[config.mk]
export PLATFORM = sky130hd
export DESIGN_NAME = serial_subtractor
export DESIGN_NICKNAME = d
export VERILOG_FILES = /design/src/rtl/serial_subtractor.sv
export SDC_FILE = /design/constraint.sdc
export NUM_CORES = 1
export LEC_CHECK = 0
export CAP_MARGIN = 20
export CORE_MARGIN = 8
export CORE_UTILIZATION = 50
export DETAILED_ROUTE_END_ITERATION = 16
export PLACE_DENSITY = 0.77
export SKIP_LAST_GASP = 1
export SYNTH_ARGS = -nofsm -noshare
export SYNTH_HDL_FRONTEND = slang
export SYNTH_SLANG_ARGS = --single-unit
[constraint.sdc]
create_clock -name clk -period 2 [get_ports clk]
set_clock_uncertainty 0.15 [all_clocks]
set_input_delay 0.2 -clock clk [delete_from_list [all_inputs] [get_ports clk]]
set_output_delay 0.2 -clock clk [all_outputs]
set_load 0.05 [all_outputs]
[src/rtl/serial_subtractor.sv]
// serial_subtractor: bit-serial subtractor computing diff = a - b - bin.
// One full-subtractor cell is reused each clock, LSB first, with the borrow
// held in a flop between bits. Operands are captured on an accepted start.
// The result is delivered with a one-cycle done pulse.
//
// Parameters:
//   WIDTH  operand/result width in bits (2..16)
//
// Ports:
//   clk    rising-edge clock
//   rst_n  asynchronous active-low reset
//   start  request, sampled only while idle
//   a      minuend, captured on acceptance
//   b      subtrahend, captured on acceptance
//   bin    borrow-in, captured on acceptance
//   busy   high from the cycle after acceptance through the done cycle
//   done   one-cycle pulse; diff/bout are valid in this cycle
//   diff   result, held until the next operation completes
//   bout   final borrow-out (1 = unsigned a < b + bin)
//   ovf    signed overflow, only when SUB_OVF_EN is defined
//
// Build option: define SUB_OVF_EN to add the signed-overflow output.

module serial_subtractor #(
    parameter int unsigned WIDTH = 4
) (
    input  logic             clk,
    input  logic             rst_n,
    input  logic             start,
    input  logic [WIDTH-1:0] a,
    input  logic [WIDTH-1:0] b,
    input  logic             bin,
    output logic             busy,
    output logic             done,
    output logic [WIDTH-1:0] diff,
    output logic             bout
`ifdef SUB_OVF_EN
    ,
    output logic             ovf
`endif
);

    localparam int unsigned CNT_W = $clog2(WIDTH);
    localparam logic [CNT_W-1:0] CNT_LAST = CNT_W'(WIDTH - 1);

    typedef enum logic [1:0] {
        StIdle,
        StRun,
        StDone
    } state_e;

    state_e           state;
    logic [WIDTH-1:0] a_sh;
    logic [WIDTH-1:0] b_sh;
    logic [WIDTH-1:0] res_sh;
    logic             brw;
    logic [CNT_W-1:0] cnt;

`ifdef SUB_OVF_EN
    logic             a_msb;
    logic             b_msb;
`endif

    // Full-subtractor cell on the current LSBs.
    logic             d_bit;
    logic             brw_nxt;
    logic [WIDTH-1:0] res_nxt;

    always_comb begin
        d_bit   = a_sh[0] ^ b_sh[0] ^ brw;
        brw_nxt = (~a_sh[0] & b_sh[0]) | (~(a_sh[0] ^ b_sh[0]) & brw);
        // New bit enters at the MSB so the LSB-first stream ends up in place.
        res_nxt = {d_bit, res_sh[WIDTH-1:1]};
    end

    always_ff @(posedge clk or negedge rst_n) begin
        if (!rst_n) begin
            state  <= StIdle;
            a_sh   <= '0;
            b_sh   <= '0;
            res_sh <= '0;
            brw    <= 1'b0;
            cnt    <= '0;
            busy   <= 1'b0;
            done   <= 1'b0;
            diff   <= '0;
            bout   <= 1'b0;
`ifdef SUB_OVF_EN
            a_msb  <= 1'b0;
            b_msb  <= 1'b0;
            ovf    <= 1'b0;
`endif
        end else begin
            case (state)
                StIdle: begin
                    if (start) begin
                        a_sh   <= a;
                        b_sh   <= b;
                        brw    <= bin;
                        cnt    <= '0;
                        res_sh <= '0;
                        busy   <= 1'b1;
                        state  <= StRun;
`ifdef SUB_OVF_EN
                        a_msb  <= a[WIDTH-1];
                        b_msb  <= b[WIDTH-1];
`endif
                    end
                end
                StRun: begin
                    brw    <= brw_nxt;
                    res_sh <= res_nxt;
                    a_sh   <= a_sh >> 1;
                    b_sh   <= b_sh >> 1;
                    if (cnt == CNT_LAST) begin
                        // Last bit: publish the result alongside the done pulse.
                        cnt   <= '0;
                        state <= StDone;
                        done  <= 1'b1;
                        diff  <= res_nxt;
                        bout  <= brw_nxt;
`ifdef SUB_OVF_EN
                        ovf   <= (a_msb ^ b_msb) & (a_msb ^ d_bit);
`endif
                    end else begin
                        cnt <= cnt + 1'b1;
                    end
                end
                StDone: begin
                    done  <= 1'b0;
                    busy  <= 1'b0;
                    state <= StIdle;
                end
                default: begin
                    done  <= 1'b0;
                    busy  <= 1'b0;
                    state <= StIdle;
                end
            endcase
        end
    end

endmodule

# Yosys cells after proc, flatten, opt, wreduce, memory -nomap -nowiden

Index checks and enable logic that the tools add are counted.

Register bits after elaboration: 24
Input bits: 12
Output and inout bits: 7
Logic and storage cells: 49

Add/subtract/negate cells: 1
Equality and inequality tests: 4
Multiplexer cells: 18
Bitwise logic cells: 9
Reductions and logical operators: 7

Operator list:

| cell                                                | count |
|---|---|
| case mux 4 bit (2 select lines)                     | 3 |
| 2-to-1 mux 4 bit                                    | 3 |
| AND reduction 2 bit                                 | 5 |
| 2-to-1 mux 2 bit                                    | 4 |
| case mux 2 bit (2 select lines)                     | 2 |
| case mux 1 bit (2 select lines)                     | 3 |
| != test 2 bit, second input constant                | 2 |
| NOT 1 bit                                           | 4 |
| 2-to-1 mux 1 bit                                    | 3 |
| adder 2 x 1 -> 2 bit, second input constant         | 1 |
| bitwise AND 1 bit                                   | 2 |
| equality test 2 x 1 -> 1 bit, second input constant | 1 |
| equality test 2 bit, second input constant          | 1 |
| zero test 2 bit                                     | 1 |
| nonzero test 2 bit                                  | 1 |
| XOR 1 bit                                           | 2 |
| bitwise OR 1 bit                                    | 1 |

# Logic depth before layout (Yosys ltp)

Gate-level depths: netlist (run 1).

Depth in word-level cells: 5
Mapped depth: 4
Gate-level depth less buffers: 4

# Worst setup path before layout (run 1)

OpenSTA, ideal clock, no wires.

Path kind: register to register
Start point: register a_sh[0]
End point: register diff[3]
Library setup time: 125 ps
Data arrival time: 1139 ps
Required time: 1725 ps
Slack: 586 ps
Cell stages (with the launch flop): 3
Buffers on the path: 0
Clock period less this slack: 1414 ps
Cells stage by stage: dfrtp_1 > fa_1 > mux2_4

Word-level cells in the longest chain between the ends: 2

RTL lines:

| item                   | line | source |
|---|---|---|
| from (decl)            | 53   | `logic [WIDTH-1:0] a_sh;` |
| from (signal assigned) | 113  | `a_sh <= a_sh >> 1;` |
| XOR 1 bit (2 in a row) | 70   | `d_bit = a_sh[0] ^ b_sh[0] ^ brw;` |
| net d_bit              | 65   | `logic d_bit;` |
| to (signal assigned)   | 120  | `diff <= res_nxt;` |
| to (decl)              | 35   | `output logic [WIDTH-1:0] diff,` |

The timed path passes the listed nets, and every way through them passes these cells.
A chain may end at the register's enable or synchronous reset.

# Worst setup path after layout (run 1)

Start point: register diff[1]
End point: output diff[1]

No word-level cell between the ends.

==> reports/results.ini, run 1 <==
[synthesis]
synth_area_leaders = dfrtp_1, o22ai_1, mux2_4, a21oi_1, a22o_1
syn_nets = 101
ys_warn_count = 0
ys_types = 24
postSynthRegisterBits = 23
synth_top_cell_area_share = 0.556
synth_area_per_cell_um2 = 11.9
synth_area_um2 = 1030
synth-seq-area-share = 0.556
syn-instance-count = 87
yosysTopAreaCell = dfrtp_1

[setup_path]
worstPathCellList = clkdlybuf4s50_1
worstPathArrival_ps = 1490
cp_slowest_cell = clkdlybuf4s50_1
cp_data_required_time_ps = 1650
worstSetupEndpointType = output port
crit_family = buffers and inverters
critPathLaunchType = flip-flop
r2r_slack_ps = 470
critical_path_class = reg2out
cpPeakStageDelay_ps = 810
worstPathMaxFanout = 2
cp_num_buf_inv = 1

[outcome]
status = completed

[sta]
tightest_slew_ps = 501
fmax_mhz = 542
slew_viol_final = 0
rsz0062_at_grt = false
timing.final.crit_share = 0.922
setup_violations = 0
hold_slack_ps = 79.9
setup-tns-final_ps = 0
slew_headroom = 0.665
min_period_ps = 1840
hold_violations = 0

[final_layout]
multiInputGateArea_um2 = 407
fill_cells = 185
nNetsFinal = 123
seqCellArea_um2 = 576
antenna_cells = 0
fin_util = 0.644
drive_gt1_frac = 0.130
areaGrowthSynthToFinish_pct = 22.1

[floorplan]
die_w_um = 61.5
die_area_um2 = 3780
io_pins = 19
coreArea_um2 = 1960
row_count = 16
start_util = 0.527
die_h_um = 61.5

[detailed_routing]
drc_errors = 0
wl_per_cell_um = 15.5
ant_nets = 0
vias_per_cell = 5.50
dr.pass1.iters = 4
drt-initial-drc-count = 13
routed_wl_um = 2090
via_count = 743

[clocking]
cts_tree = yes
htreeDepth = 1
cts-root-buf = clkbuf_4
cts_resized = 0
insertion_delay_ps = 310
clock_path_buffers = 2
cts_sinks = 23
numCtsBuffers = 3
cts_setup_buffers = 0
cts_hold_buf = 0
clk_pin_slew_ps = 120

[global_route]
met3_usage = 0.0543
busiest_layer = met2
grt_pass1_vias = 768
antenna_found_initial = 0
grt_max_degree = 24
grt_overflow_total = 0
gr-usage-met2 = 0.207
grt.met1_usage = 0.150
track_usage = 0.127
grt_pass1_wl_um = 3570

[power]
peakVddDrop_mv = 1.01
power_density_nw_per_um2 = 1660
leakage_nw = 0.584

[place]
port_buffers = 18
dpl.hpwl_um = 1550
place_congestion = 0.800

[run]
cap_violations = 0

[hold_path]
hp-class = in2async

[cell usage after synthesis (all sizes together)]
| library cell | number |
|---|---|
| inv | 7 |
| or2 | 1 |
| nor2b | 1 |
| a22o | 4 |
| nand3b | 1 |
| nand2b | 3 |
| o21bai | 1 |
| o31ai | 1 |
| or4b | 1 |
| buf | 3 |
| nand2 | 5 |
| o21ai | 6 |
| nor2 | 3 |
| o32ai | 1 |
| fa | 1 |
| dfrtp | 23 |
| a221oi | 1 |
| mux2 | 4 |
| o22ai | 10 |
| a21oi | 9 |
| ha | 1 |
[cell usage in the layout, fill, tap and decap left out, drive strengths merged, types with 2 or more instances in the layout]
cell type / netlist / layout
clkdlybuf4s50: 0 / 18
nor2: 3 / 3
o22ai: 10 / 10
nand2b: 3 / 3
clkbuf: 0 / 4
a22o: 4 / 4
mux2: 4 / 4
dfrtp: 23 / 23
buf: 3 / 2
o21ai: 6 / 6
a21oi: 9 / 9
inv: 7 / 7
nand2: 5 / 5
[layout make-up]
class                   count  area share
well taps                  27      0.0267
clock buffers               4      0.0208
repair buffers             20       0.154
inverters                   7      0.0208
flip-flops and latches     23       0.455
multi-input cells          54       0.322
[where the power goes]
| group | switching (mW) | leakage (nW) | total [mW] | internal [mW] |
|---|---|---|---|---|
| registers | 0.166 | 0.280 | 0.845 | 0.678 |
| logic | 0.586 | 0.289 | 1.04 | 0.456 |
| clock network | 0.132 | 0.0150 | 0.210 | 0.0778 |
[worst paths after layout]
kind / start / to / cells past startpoint
setup / recovery: diff[1]$_DFFE_PN0P_ / diff[1] / 1
hold / removal: rst_n / a_sh[1]$_DFFE_PN0P_ / 2
setup reg to reg: state[1]$_DFFE_PN0P_ / brw$_DFFE_PN0P_ / 3
hold reg to reg: bout$_DFFE_PN0P_ / bout$_DFFE_PN0P_ / 2
max in group asynchronous: rst_n / state[0]$_DFFE_PN0P_ / 2
min in group clk: b[3] / b_sh[3]$_DFFE_PN0P_ / 3
[per-stage QoR]
| step | setup slack [ps] | instances | total power, mW | instance area [µm²] |
|---|---|---|---|---|
| after floorplan | 586 | 87 | 1.61 | 1030 |
| after global placement | 251 | 131 | 1.87 | 1240 |
| after detailed placement | 155 | 131 | 1.91 | 1240 |
| after CTS | 143 | 135 | 2.12 | 1260 |
| after global routing | 103 | 135 | 2.24 | 1260 |
| final | 156 | 135 | 2.10 | 1260 |
[per-layer routing]
metal	wire length (µm)	vias to the layer above
li1	-	358
met1	918	369
met2	1030	14
met3	134	2
met4	10	0
met5	0	-
[flip-flops by register name, summed over array words and instances, names as in the netlist]
name    flops
busy        1
a_sh        4
done        1
b_sh        4
cnt         2
brw         1
bout        1
diff        4
res_sh      3
state       2
[kinds of logic (layout without fill, tap and decap cells)]
logic type | Yosys count | count (layout) | synth area share
buf+inv | 10 | 31 | 0.0508
flops | 23 | 23 | 0.556
simple gates | 15 | 15 | 0.0955
compound gates | 33 | 33 | 0.208
fa+ha+maj | 2 | 2 | 0.0314
mux | 4 | 4 | 0.0580
Note: power is estimated with default switching activity, not from simulation.
==> run 2: changes to the inputs <==
--- a/config.mk
+++ b/config.mk
@@ -6,10 +6,12 @@
 export NUM_CORES = 1
 export LEC_CHECK = 0
 export CAP_MARGIN = 20
+export CELL_PAD_IN_SITES_DETAIL_PLACEMENT = 1
+export CELL_PAD_IN_SITES_GLOBAL_PLACEMENT = 1
 export CORE_MARGIN = 8
-export CORE_UTILIZATION = 50
+export CORE_UTILIZATION = 40
 export DETAILED_ROUTE_END_ITERATION = 16
-export PLACE_DENSITY = 0.77
+export PLACE_DENSITY_LB_ADDON = 0.1
 export SKIP_LAST_GASP = 1
 export SYNTH_ARGS = -nofsm -noshare
 export SYNTH_HDL_FRONTEND = slang
==> run 2 against run 1 <==
Combinational power about the same. Non-clock buffer count did not move. Register-to-register slack got worse by 40 ps. Largest power group unchanged.
==> reports/results.ini, run 2 (synthesis results as in run 1) <==
[outcome]
status = completed

[global_route]
antenna_found_initial = 0
grt_pass1_vias = 839
grt_pass1_wl_um = 4050
grt_max_degree = 24
track_usage = 0.114
grt_overflow_total = 0

[final_layout]
seqCellArea_um2 = 576
areaGrowthSynthToFinish_pct = 22.6
antenna_cells = 0
multiInputGateArea_um2 = 407
most-common-layout-cells = dfrtp_1, clkdlybuf4s50_1, o22ai_1
layout_commonest_cell = dfrtp_1
drive_gt1_frac = 0.139
fill_cells = 273
nNetsFinal = 123
top_regs = a_sh (4), b_sh (4), diff (4)

[setup_path]
worstSetupEndpointType = output port
cp_num_buf_inv = 1
critical_path_class = reg2out
worstPathCellList = clkdlybuf4s50_1
critPathLaunchType = flip-flop
cp_data_required_time_ps = 1650
crit_family = buffers and inverters
worstPathMaxFanout = 2
worstPathArrival_ps = 1480
cp_slowest_cell = clkdlybuf4s50_1
cpPeakStageDelay_ps = 800

[power]
power_density_nw_per_um2 = 1670
leakage_nw = 0.587
total_power_mw = 2.12
peakVddDrop_mv = 0.986

[sta]
slew_headroom = 0.664
tightest_slew_ps = 502
timing.final.crit_share = 0.915
fmax_mhz = 547
hold_violations = 0
rsz0062_at_grt = false
setup_violations = 0
setup-tns-final_ps = 0
min_period_ps = 1830
timing.final.ws_setup_ps = 170
slew_viol_final = 0

[detailed_routing]
via_count = 735
routed_wl_um = 2270
ant_nets = 0
drc_errors = 0
drt-initial-drc-count = 33
wl_per_cell_um = 16.4
vias_per_cell = 5.33
dr.pass1.iters = 3

[clocking]
clock_path_buffers = 2
htreeDepth = 1
cts_tree = yes
insertion_delay_ps = 300
cts_setup_buffers = 0
clk_pin_slew_ps = 130
numCtsBuffers = 3
cts_resized = 0
cts-root-buf = clkbuf_4
cts_sinks = 23
cts_hold_buf = 0

[floorplan]
die_h_um = 66.9
io_pins = 19
row_count = 18
die_w_um = 66.9
start_util = 0.422
die_area_um2 = 4470
coreArea_um2 = 2450

[run]
cap_violations = 0

[place]
port_buffers = 18
place_congestion = 0.744
dp_slack_ps = 142
dpl.hpwl_um = 1630

[hold_path]
hp-class = in2async

## run 2: changes by cell type in the layout (fill, tap and decap cells not counted)
cell,previous run,this run
clkbuf_1,1,0
clkinv_2,0,1
## run 2: per-layer routing
layer,wire length (µm),part of all wire,up-vias,global-route usage
li1,-,-,357,-
met1,1080,0.48,366,0.145
met2,1050,0.46,10,0.180
met3,130,0.057,2,0.0319
met4,12,0.0053,0,0.0392
met5,0,0,-,0
## run 2: stage by stage
stage	instance area (µm²)	hold slack, ps	utilization	instances
finish	1270	77.0	0.517	138
global route	1270	92.6	0.517	138
CTS	1270	81.8	0.517	138
detailed placement	1240	322	0.506	134
global placement	1240	318	0.506	134
floorplan	1030	-246	-	87
## run 2: worst paths after layout
kind / startpoint / end / slack [ps] / cells past startpoint
worst max register to register: state[0]$_DFFE_PN0P_ / res_sh[1]$_DFFE_PN0P_ / 430 / 3
worst max-delay path: busy$_DFFE_PN0P_ / busy / 170 / 1
worst min-delay path: rst_n / b_sh[1]$_DFFE_PN0P_ / 80 / 2
min in group clk: b[3] / b_sh[3]$_DFFE_PN0P_ / 290 / 3
worst min register to register: bout$_DFFE_PN0P_ / bout$_DFFE_PN0P_ / 340 / 2
max in group asynchronous: rst_n / res_sh[3]$_DFFE_PN0P_ / 1390 / 2
## run 2: where the power goes
| group | total (mW) | switching [mW] | internal [mW] | leakage (nW) |
|---|---|---|---|---|
| registers | 0.869 | 0.192 | 0.677 | 0.280 |
| clock network | 0.213 | 0.138 | 0.0745 | 0.0177 |
| logic | 1.04 | 0.579 | 0.458 | 0.289 |
## run 2: area by class of cell
class	instances	area share
flip-flops and latches	23	0.454
inverters	7	0.0207
repair buffers	20	0.154
clock buffers	3	0.0178
clock inverters	1	0.00394
well taps	30	0.0296
multi-input cells	54	0.321
